$ cat src/rtl/avalon_bridge_pkg.sv
// -----------------------------------------------------------------------------
// avalon_bridge_pkg
// Shared types and constants for the Avalon-MM main pipeline bridge.
//   avm_cmd_t      : one buffered command (address, byteenable, write flag, data)
//   RESP_*         : Avalon response codes
//   sat_count()    : saturating up/down counter step used for read tracking
// -----------------------------------------------------------------------------
package avalon_bridge_pkg;

    localparam int AVM_ADDR_W = 32;
    localparam int AVM_DATA_W = 65;   // 64 data bits + tag bit
    localparam int AVM_BE_W   = 8;
    localparam int CNT_W      = 4;    // wide enough for up to 15 outstanding reads

    localparam logic [1:0] RESP_OKAY      = 2'b00;
    localparam logic [1:0] RESP_SLVERR    = 2'b10;
    localparam logic [1:0] RESP_DECODEERR = 2'b11;

    typedef struct packed {
        logic [AVM_ADDR_W-1:0] addr;
        logic [AVM_BE_W-1:0]   be;
        logic                  we;
        logic [AVM_DATA_W-1:0] wdata;
    } avm_cmd_t;

    // Simultaneous inc and dec cancel; the count never wraps in either direction.
    function automatic logic [CNT_W-1:0] sat_count(input logic [CNT_W-1:0] cnt,
                                                   input logic             inc,
                                                   input logic             dec,
                                                   input logic [CNT_W-1:0] max);
        sat_count = cnt;
        if (inc && !dec && cnt != max)
            sat_count = cnt + CNT_W'(1);
        else if (dec && !inc && cnt != '0)
            sat_count = cnt - CNT_W'(1);
    endfunction

endpackage

$ cat src/rtl/avalon_skid_buffer.sv
// -----------------------------------------------------------------------------
// avalon_skid_buffer
// Two-entry skid buffer for avm_cmd_t with fully registered ready.
//   clk_i, rst_ni            : clock, synchronous active-low reset
//   in_valid_i/in_ready_o    : upstream handshake, in_data_i payload
//   out_valid_o/out_ready_i  : downstream handshake, out_data_o payload
// The output register feeds downstream; the skid register catches the one
// command that arrives in the cycle the output register is found stalled.
// -----------------------------------------------------------------------------
module avalon_skid_buffer
    import avalon_bridge_pkg::*;
(
    input  logic     clk_i,
    input  logic     rst_ni,
    input  logic     in_valid_i,
    output logic     in_ready_o,
    input  avm_cmd_t in_data_i,
    output logic     out_valid_o,
    input  logic     out_ready_i,
    output avm_cmd_t out_data_o
);

    logic     out_valid_q;
    logic     skid_valid_q;
    avm_cmd_t out_q;
    avm_cmd_t skid_q;
    logic     out_free;
    logic     push;

    // Output register may load when empty or when its content leaves this cycle.
    assign out_free    = !out_valid_q || out_ready_i;
    assign push        = in_valid_i && in_ready_o;
    assign in_ready_o  = !skid_valid_q;
    assign out_valid_o = out_valid_q;
    assign out_data_o  = out_q;

    always_ff @(posedge clk_i) begin
        // NOTE: sequential state uses non-blocking assignments so every flop
        // samples pre-edge values regardless of statement order.
        if (!rst_ni) begin
            out_valid_q  <= 1'b0;
            skid_valid_q <= 1'b0;
            out_q        <= '0;
        end else if (out_free) begin
            if (skid_valid_q) begin
                out_valid_q  <= 1'b1;
                out_q        <= skid_q;
                skid_valid_q <= 1'b0;
            end else begin
                out_valid_q <= push;
                if (push)
                    out_q <= in_data_i;
            end
        end else if (push) begin
            skid_valid_q <= 1'b1;
        end
    end

    // NOTE: skid payload has no reset; it is only observed when skid_valid_q
    // is set, so a reset on the data bits would buy nothing.
    always_ff @(posedge clk_i) begin
        if (push && !out_free)
            skid_q <= in_data_i;
    end

endmodule

$ cat src/rtl/avalon_main_pipeline_bridge.sv
// -----------------------------------------------------------------------------
// avalon_main_pipeline_bridge
// Registered Avalon-MM bridge from the core data master to the interconnect.
//   clk_i, rst_ni              : clock, synchronous active-low reset
//   s_*                        : upstream slave side (commands in, responses out)
//   m_*                        : downstream master side (commands out, responses in)
//   err_o                      : sticky protocol-error flag (cleared by reset only)
// Commands pass through a two-entry skid buffer; responses through one
// register stage. A credit counter bounds reads accepted but not yet returned.
// -----------------------------------------------------------------------------
module avalon_main_pipeline_bridge
    import avalon_bridge_pkg::*;
#(
    // Widths must match avm_cmd_t; only MAX_RD is meant to be overridden.
    parameter int ADDR_W = AVM_ADDR_W,
    parameter int DATA_W = AVM_DATA_W,
    parameter int BE_W   = AVM_BE_W,
    parameter int MAX_RD = 4
) (
    input  logic              clk_i,
    input  logic              rst_ni,
    input  logic [ADDR_W-1:0] s_address,
    input  logic [BE_W-1:0]   s_byteenable,
    input  logic              s_read,
    input  logic              s_write,
    input  logic [DATA_W-1:0] s_writedata,
    output logic              s_waitrequest,
    output logic [DATA_W-1:0] s_readdata,
    output logic              s_readdatavalid,
    output logic [1:0]        s_response,
    output logic [ADDR_W-1:0] m_address,
    output logic [BE_W-1:0]   m_byteenable,
    output logic              m_read,
    output logic              m_write,
    output logic [DATA_W-1:0] m_writedata,
    input  logic              m_waitrequest,
    input  logic [DATA_W-1:0] m_readdata,
    input  logic              m_readdatavalid,
    input  logic [1:0]        m_response,
    output logic              err_o
);

    localparam logic [CNT_W-1:0] MAX_RD_C = CNT_W'(MAX_RD);

    avm_cmd_t          cmd_in;
    avm_cmd_t          cmd_out;
    logic              cmd_out_valid;
    logic              skid_ready;
    logic              accept;
    logic              rd_accept;
    logic              illegal;
    logic              m_rd_issue;
    logic              spurious;

    logic [CNT_W-1:0]  rd_cnt_q, rd_cnt_d;   // slave-side reads awaiting s_readdatavalid
    logic [CNT_W-1:0]  mo_cnt_q, mo_cnt_d;   // master-side reads awaiting m_readdatavalid
    logic              cred_full_q, cred_full_d;
    logic              err_q, err_d;
    logic              rdv_q;
    logic [DATA_W-1:0] rdata_q;
    logic [1:0]        resp_q;

    assign accept     = (s_read || s_write) && !s_waitrequest;
    // A read+write collision goes downstream as a write and takes no credit.
    assign rd_accept  = accept && s_read && !s_write;
    assign illegal    = accept && s_read && s_write;
    assign cmd_in     = '{addr: s_address, be: s_byteenable, we: s_write, wdata: s_writedata};

    avalon_skid_buffer u_skid (
        .clk_i       (clk_i),
        .rst_ni      (rst_ni),
        .in_valid_i  (accept),
        .in_ready_o  (skid_ready),
        .in_data_i   (cmd_in),
        .out_valid_o (cmd_out_valid),
        .out_ready_i (!m_waitrequest),
        .out_data_o  (cmd_out)
    );

    assign m_read       = cmd_out_valid && !cmd_out.we;
    assign m_write      = cmd_out_valid && cmd_out.we;
    assign m_address    = cmd_out.addr;
    assign m_byteenable = cmd_out.be;
    assign m_writedata  = cmd_out.wdata;

    // Both terms are flops, so upstream sees no combinational path from m_*.
    assign s_waitrequest = !skid_ready || cred_full_q;

    assign m_rd_issue = m_read && !m_waitrequest;
    assign spurious   = m_readdatavalid && (mo_cnt_q == '0);

    always_comb begin
        // NOTE: every always_comb output gets a default first so no latch is inferred.
        rd_cnt_d    = sat_count(rd_cnt_q, rd_accept, rdv_q, MAX_RD_C);
        // A spurious return does not cancel a read issued in the same cycle.
        mo_cnt_d    = sat_count(mo_cnt_q, m_rd_issue, m_readdatavalid && !spurious, '1);
        cred_full_d = (rd_cnt_d == MAX_RD_C);
        err_d       = err_q || illegal || spurious;
    end

    always_ff @(posedge clk_i) begin
        if (!rst_ni) begin
            rd_cnt_q    <= '0;
            mo_cnt_q    <= '0;
            cred_full_q <= 1'b0;
            err_q       <= 1'b0;
            rdv_q       <= 1'b0;
            rdata_q     <= '0;
            resp_q      <= RESP_OKAY;
        end else begin
            rd_cnt_q    <= rd_cnt_d;
            mo_cnt_q    <= mo_cnt_d;
            cred_full_q <= cred_full_d;
            err_q       <= err_d;
            rdv_q       <= m_readdatavalid;
            if (m_readdatavalid) begin
                rdata_q <= m_readdata;
                resp_q  <= m_response;
            end
        end
    end

    assign s_readdatavalid = rdv_q;
    assign s_readdata      = rdata_q;
    assign s_response      = resp_q;
    assign err_o           = err_q;

endmodule

$ cat config.mk
export PLATFORM = sky130hd
export DESIGN_NAME = avalon_main_pipeline_bridge
export DESIGN_NICKNAME = d
export VERILOG_FILES = /design/src/rtl/avalon_bridge_pkg.sv /design/src/rtl/avalon_skid_buffer.sv /design/src/rtl/avalon_main_pipeline_bridge.sv
export SDC_FILE = /design/constraint.sdc
export NUM_CORES = 1
export LEC_CHECK = 0
export ABC_AREA = 1
export BUFFER_PORTS_ARGS = -buffer_cell sky130_fd_sc_hd__clkbuf_2
export CELL_PAD_IN_SITES_DETAIL_PLACEMENT = 1
export CELL_PAD_IN_SITES_GLOBAL_PLACEMENT = 1
export CORE_UTILIZATION = 41
export DETAILED_ROUTE_END_ITERATION = 7
export GPL_ROUTABILITY_DRIVEN = 0
export GPL_TIMING_DRIVEN = 0
export PLACE_DENSITY_LB_ADDON = 0.15
export SLEW_MARGIN = 5
export SYNTH_ARGS = -nofsm -noshare
export SYNTH_HDL_FRONTEND = slang
export SYNTH_SLANG_ARGS = --single-unit
$ cat constraint.sdc
create_clock -name clk_i -period 10.76 [get_ports clk_i]
set_input_delay 1.076 -clock clk_i [delete_from_list [all_inputs] [get_ports clk_i]]
set_output_delay 1.076 -clock clk_i [all_outputs]
set_load 0.02 [all_outputs]
Word level (Yosys, flattened, before mapping). Cells that the tools add are included.

Eq/ne operators: 3. Multiplexer cells: 7. Add/subtract/negate cells: 4. Reductions and logical operators: 43. Bitwise operators: 1.

Operator list (number): $mux W106 (2); $logic_and A1 B1 Y1 (19); $mux W4 (4); $logic_not A1 Y1 (12); $add A4 B1 Y4 const B (2); $reduce_bool A4 Y1 (2); $sub A4 B1 Y4 const B (2); $logic_or A1 B1 Y1 (5); $eq A4 B3 Y1 const B (1); $logic_not A4 Y1 (1); $ne A4 B3 Y1 const B (1); $ne A4 B4 Y1 const B (1); $reduce_bool A2 Y1 (2); $reduce_and A2 Y1 (1); $reduce_or A2 Y1 (1); $mux W1 (1); $not A1 Y1 (1).

Output and inout port bits: 177. Word-level logic and storage cells: 75. Input port bits: 178. Register bits: 292.

Logic depth before layout (Yosys ltp).
Depth after elaboration: 11. Gate-level depth with buffers: 12. Depth with buffers taken out: 12.

Modules after synthesis. A second synthesis with hierarchy kept.

Cell total of the unflattened synthesis: 1530. Area total of the unflattened synthesis: 12035.3 µm².

Modules (own cells, without submodules): avalon_skid_buffer (area each 8919.8 µm², sequential area each 5345.1 µm², cells an instance 1131, times used 1); avalon_main_pipeline_bridge (area each 3115.5 µm², sequential area each 1561.5 µm², cells an instance 399, times used 1).

Worst setup path after synthesis. OpenSTA, ideal clock, no wires.

Path type: input port to flip-flop. Start point: input port m_waitrequest. End point: register u_skid.skid_q[0] (netlist name) (enable). Required time: 10187 ps. Slack: 4595 ps. Setup time: 573 ps. Stages: 2. Path buffers: 0. Arrival: 5593 ps. Cell sequence: nand2_1 nor2_1.

Cells in the longest elaborated chain, start to end: 4.

RTL lines: start, declared (line avalon_main_pipeline_bridge.sv:36) `input logic m_waitrequest,`; $logic_not A1 Y1 (line avalon_main_pipeline_bridge.sv:76) `.out_ready_i (!m_waitrequest),`; $logic_or A1 B1 Y1 (line avalon_skid_buffer.sv:31) `assign out_free = !out_valid_q || out_ready_i;`; $logic_not A1 Y1 (line avalon_skid_buffer.sv:62) `if (push && !out_free)`; $logic_and A1 B1 Y1 (line avalon_skid_buffer.sv:62); end signal, assigned (line avalon_skid_buffer.sv:63) `skid_q <= in_data_i;`; end, declared (line avalon_skid_buffer.sv:26) `avm_cmd_t skid_q;`.

Every way passes these cells. A chain may end at the register's enable or synchronous reset.

Final worst setup path.
Start point: input port m_readdatavalid. End point: register mo_cnt_q[3].

Cells in the longest elaborated chain, start to end: 7. Elaborated cells on any way between the ends: 10. Classes of those cells: 1 x mux; 9 x reduce/logical.

RTL lines: start, declared (line avalon_main_pipeline_bridge.sv:38) `input logic m_readdatavalid,`; $logic_and A1 B1 Y1 (line avalon_main_pipeline_bridge.sv:90) `assign spurious = m_readdatavalid && (mo_cnt_q == '0);`; $logic_not A1 Y1 (line avalon_main_pipeline_bridge.sv:96) `mo_cnt_d = sat_count(mo_cnt_q, m_rd_issue, m_readdatavalid && !spurious, '1);`; $logic_and A1 B1 Y1 (*) (line avalon_main_pipeline_bridge.sv:96); $logic_not A1 Y1 (line avalon_bridge_pkg.sv:32) `if (inc && !dec && cnt != max)`; $logic_and A1 B1 Y1 (2 in series) (line avalon_bridge_pkg.sv:32); $mux W4 or $reduce_bool A2 Y1 (tied branches); end signal, assigned (line avalon_main_pipeline_bridge.sv:112) `mo_cnt_q <= mo_cnt_d;`; end, declared (line avalon_main_pipeline_bridge.sv:56) `logic [CNT_W-1:0] mo_cnt_q, mo_cnt_d;`.

Mark *: on every way between the ends. The rest lies on a longest branch, timed or not.

==> impl_metrics.json <==
{
  "initial_detailed_routing_violation_count": 476,
  "netlist.area_leader.share": 0.3250,
  "fraction_of_the_yosys_area_taken_by_sequential_cells": 0.6028,
  "r2r-start": "u_skid.out_valid_o",
  "finalClockSkew_ns": 0.01107,
  "postCtsSetupRepairBufs": 0,
  "number_of_clock_sinks": 292,
  "synth_seq_cells": 292,
  "layout_worst_path_cycle_share": 0.2295,
  "area_of_the_placeable_core_um2": 27180,
  "power.ir.vdd_worst_v": 0.0001230,
  "route.detailed.drc": 0,
  "die_area_um2": 28620,
  "synth_nets": 1393,
  "die_width_um": 169.2,
  "final-seq-area_um2": 6907,
  "initial_antenna_violation_count": 1,
  "aggregate_routed_wire_length_um": 35560,
  "numCtsBuffers": 31,
  "criticalPathCategory": "input pin to flop",
  "report.final.slew_viol_count": 0,
  "power.total_mw": 2.990,
  "grt_pass1_vias": 10638,
  "worst_slew_margin_rel": 0.5236,
  "critical_path_arrival_ns": 2.95,
  "postCtsResizedCells": 0,
  "syn_to_final_growth_pct": 29.45,
  "floorplan.io_pins": 355,
  "max_cap_viol_count": 0,
  "synth_enable_flop_cells": 106,
  "initial_core_util": 0.4216,
  "cts.hold.buffers_added": 0,
  "grt_pass1_wl_um": 55750,
  "worst-r2r-setup-slack_ns": 8.68,
  "pre_repair_dr_iteration_count": 4,
  "r2r_cells": 12,
  "synth.largest_area_cell": "sky130_fd_sc_hd__dfxtp_1",
  "cts_tree": "yes",
  "rows": 60,
  "clock_slew_at_the_register_clock_pins_of_the_worst_setup_and_hold_paths_ns": 0.06,
  "footprint_of_the_multi_input_gates_um2": 3286,
  "upper_clock_frequency_limit_ghz": 0.4049,
  "synth.area.top_cells": "sky130_fd_sc_hd__dfxtp_1, sky130_fd_sc_hd__edfxtp_1, sky130_fd_sc_hd__nand2_1",
  "cts_root_buf": "sky130_fd_sc_hd__clkbuf_16",
  "die_y_um": 169.2,
  "track_usage": 0.2459,
  "async_set_reset_flop_share_out_of_synthesis": 0,
  "ys.flop_type": "sky130_fd_sc_hd__dfxtp_1",
  "synth_warnings": 0,
  "drive_gt1_frac": 0.3315,
  "syn_area_per_cell_um2": 9.469,
  "worstSetupEndpoint": "mo_cnt_q[3]",
  "layout.nets": 1782,
  "setup_total_negative_slack_ns": 0,
  "cp.required_ns": 11.24,
  "fillerInstances": 3231,
  "buffer_ports.inserted": 352,
  "dr_total_vias": 9952,
  "outcome": "finished, final reports clean",
  "vias_per_cell": 4.986,
  "clk_latency_ns": 0.55,
  "unrepaired_setup_endpoints_after_global_routing": "false",
  "grt_start_max_net_pins": 29,
  "worst_setup_path_startpoint": "m_readdatavalid",
  "report.final.hold_viol_count": 0,
  "rr_endpoint": "mo_cnt_q[3]",
  "finalSetupViolCount": 0,
  "power.density_cell_area_nw_per_um2": 201.6,
  "worst-slew-pin-transition_ns": 0.7147,
  "dp_hpwl_um": 25420,
  "critical_path.endpoint_type": "flop",
  "leakagePower_nw": 6.756,
  "grt-ovfl-total": 0,
  "max-clock-path-buffers": 3,
  "timing.final.crit_period_ns": 2.470,
  "netlist_instances": 1210,
  "ant_nets": 0,
  "cell_variety_after_synth": 27,
  "path_max_fanout": 10,
  "worstSetupStartpointType": "input pin",
  "routed_length_per_placed_instance_um": 17.82,
  "htree_num_levels": 1,
  "synth.cell_area_um2": 11460,
  "holdCritPathClass": "flop to flop"
}
-- metrics by stage --
stage | hold WS (ns) | setup WS (ns) | util | instance area [µm²] | std cells
after floorplan | 0.4864 | 4.595 | - | 11460 | 1210
after global placement | 0.4674 | 1.833 | 0.5035 | 13680 | 1934
after detailed placement | 0.4856 | 7.717 | 0.5068 | 13770 | 1938
after CTS | 0.5020 | 8.264 | 0.5457 | 14830 | 1995
after global routing | 0.5279 | 8.148 | 0.5458 | 14830 | 1996
final | 0.4995 | 8.290 | 0.5458 | 14830 | 1996
-- worst max-delay path: stages --
cell and delay [ns]:
sky130_fd_sc_hd__clkbuf_1 0.34, sky130_fd_sc_hd__buf_2 0.29, sky130_fd_sc_hd__nand2_1 0.09, sky130_fd_sc_hd__nand2_1 0.15, sky130_fd_sc_hd__ha_1 0.29, sky130_fd_sc_hd__a21oi_1 0.17, sky130_fd_sc_hd__nand2_1 0.08, sky130_fd_sc_hd__or2_1 0.24
sky130_fd_sc_hd__nand3_1 0.07, sky130_fd_sc_hd__nand2_1 0.05, sky130_fd_sc_hd__nor2_1 0.10
-- cell families after synthesis --
group	share of synthesized area
adders and majority gates	0.006116
and+or+nand+nor	0.1365
buffers and inverters	0.1111
xor gates and xnor gates	0.003058
DFF	0.6028
AOI/OAI and AO/OA	0.1404
-- power by group --
group	internal, mW	switching (mW)
sequential	1.25	0.0517
combinational	0.226	0.348
clock	0.671	0.441
-- final cells by class --
cell class	count	area share
Clock buffer	44	0.06040
Buffer	186	0.08014
Antenna cell	1	0.0001687
Timing Repair Buffer	356	0.1242
Multi-Input combinational cell	710	0.2215
Tap cell	372	0.03138
Sequential cell	292	0.4657
Clock inverter	13	0.01088
Inverter	22	0.005652
-- per-layer routing --
layer | global-route usage | vias to the layer above | part of all wire | routed length [µm]
met5 | 0 | - | 0 | 0
met3 | 0.06110 | 53 | 0.073 | 2595
met4 | 0.08069 | 0 | 0.026 | 930
li1 | - | 4798 | - | -
met1 | 0.2913 | 4786 | 0.40 | 14330
met2 | 0.4346 | 315 | 0.50 | 17700
-- placed cells by master, fill, tap and decap left out --
cell,count
sky130_fd_sc_hd__or2_1,1
sky130_fd_sc_hd__bufinv_16,4
sky130_fd_sc_hd__nor2_1,145
sky130_fd_sc_hd__clkinv_1,3
sky130_fd_sc_hd__o21ai_0,147
sky130_fd_sc_hd__ha_1,4
sky130_fd_sc_hd__clkbuf_8,5
sky130_fd_sc_hd__o21ai_2,1
sky130_fd_sc_hd__nand4_1,3
sky130_fd_sc_hd__buf_12,4
sky130_fd_sc_hd__clkinv_2,7
sky130_fd_sc_hd__buf_8,1
sky130_fd_sc_hd__xor2_1,3
sky130_fd_sc_hd__inv_1,19
sky130_fd_sc_hd__inv_2,2
sky130_fd_sc_hd__buf_4,105
sky130_fd_sc_hd__buf_6,9
sky130_fd_sc_hd__o21ai_1,31
sky130_fd_sc_hd__clkbuf_16,32
sky130_fd_sc_hd__clkbuf_1,62
sky130_fd_sc_hd__edfxtp_1,106
sky130_fd_sc_hd__a21oi_1,8
sky130_fd_sc_hd__buf_1,2
sky130_fd_sc_hd__xnor2_1,1
sky130_fd_sc_hd__fa_1,1
sky130_fd_sc_hd__diode_2,1
sky130_fd_sc_hd__dfxtp_1,186
sky130_fd_sc_hd__nand2_1,241
sky130_fd_sc_hd__nand3_1,15
sky130_fd_sc_hd__a31oi_1,106
sky130_fd_sc_hd__o22ai_1,1
sky130_fd_sc_hd__clkbuf_2,352
sky130_fd_sc_hd__buf_2,14
sky130_fd_sc_hd__nor2_4,2
-- sequential cells by signal (all words and copies together) (netlist names), 2 cells and up --
signal	count
rd_cnt_q	4
s_readdata	65
u_skid.skid_q	106
mo_cnt_q	4
s_response	2
u_skid.out_data_o	106
-- Yosys cell counts (2+ instances only) --
cell and instances:
sky130_fd_sc_hd__nand4_1 3, sky130_fd_sc_hd__inv_1 19, sky130_fd_sc_hd__buf_2 14, sky130_fd_sc_hd__nor2_1 146, sky130_fd_sc_hd__o21ai_0 147, sky130_fd_sc_hd__xor2_1 3
sky130_fd_sc_hd__nand3_1 15, sky130_fd_sc_hd__clkbuf_1 55, sky130_fd_sc_hd__buf_6 9, sky130_fd_sc_hd__nand2_1 241, sky130_fd_sc_hd__buf_1 2, sky130_fd_sc_hd__edfxtp_1 106
sky130_fd_sc_hd__a31oi_1 106, sky130_fd_sc_hd__inv_2 2, sky130_fd_sc_hd__o21ai_1 31, sky130_fd_sc_hd__buf_4 105, sky130_fd_sc_hd__a21oi_1 8, sky130_fd_sc_hd__dfxtp_1 186
sky130_fd_sc_hd__ha_1 4
-- worst min path at each step --
| stage | cells after the start | start | endpoint |
|---|---|---|---|
| detailed placement | 2 | s_readdata[1] | s_readdata[1] |
| finish | 2 | s_readdata[1] | s_readdata[1] |
| floorplan | 2 | u_skid.out_valid_o | u_skid.skid_valid_q |
| global placement | 2 | err_o | err_o |
| CTS | 2 | s_readdata[1] | s_readdata[1] |
| global route | 2 | s_readdata[44] | s_readdata[44] |
Power figures use the tool's default switching activity.
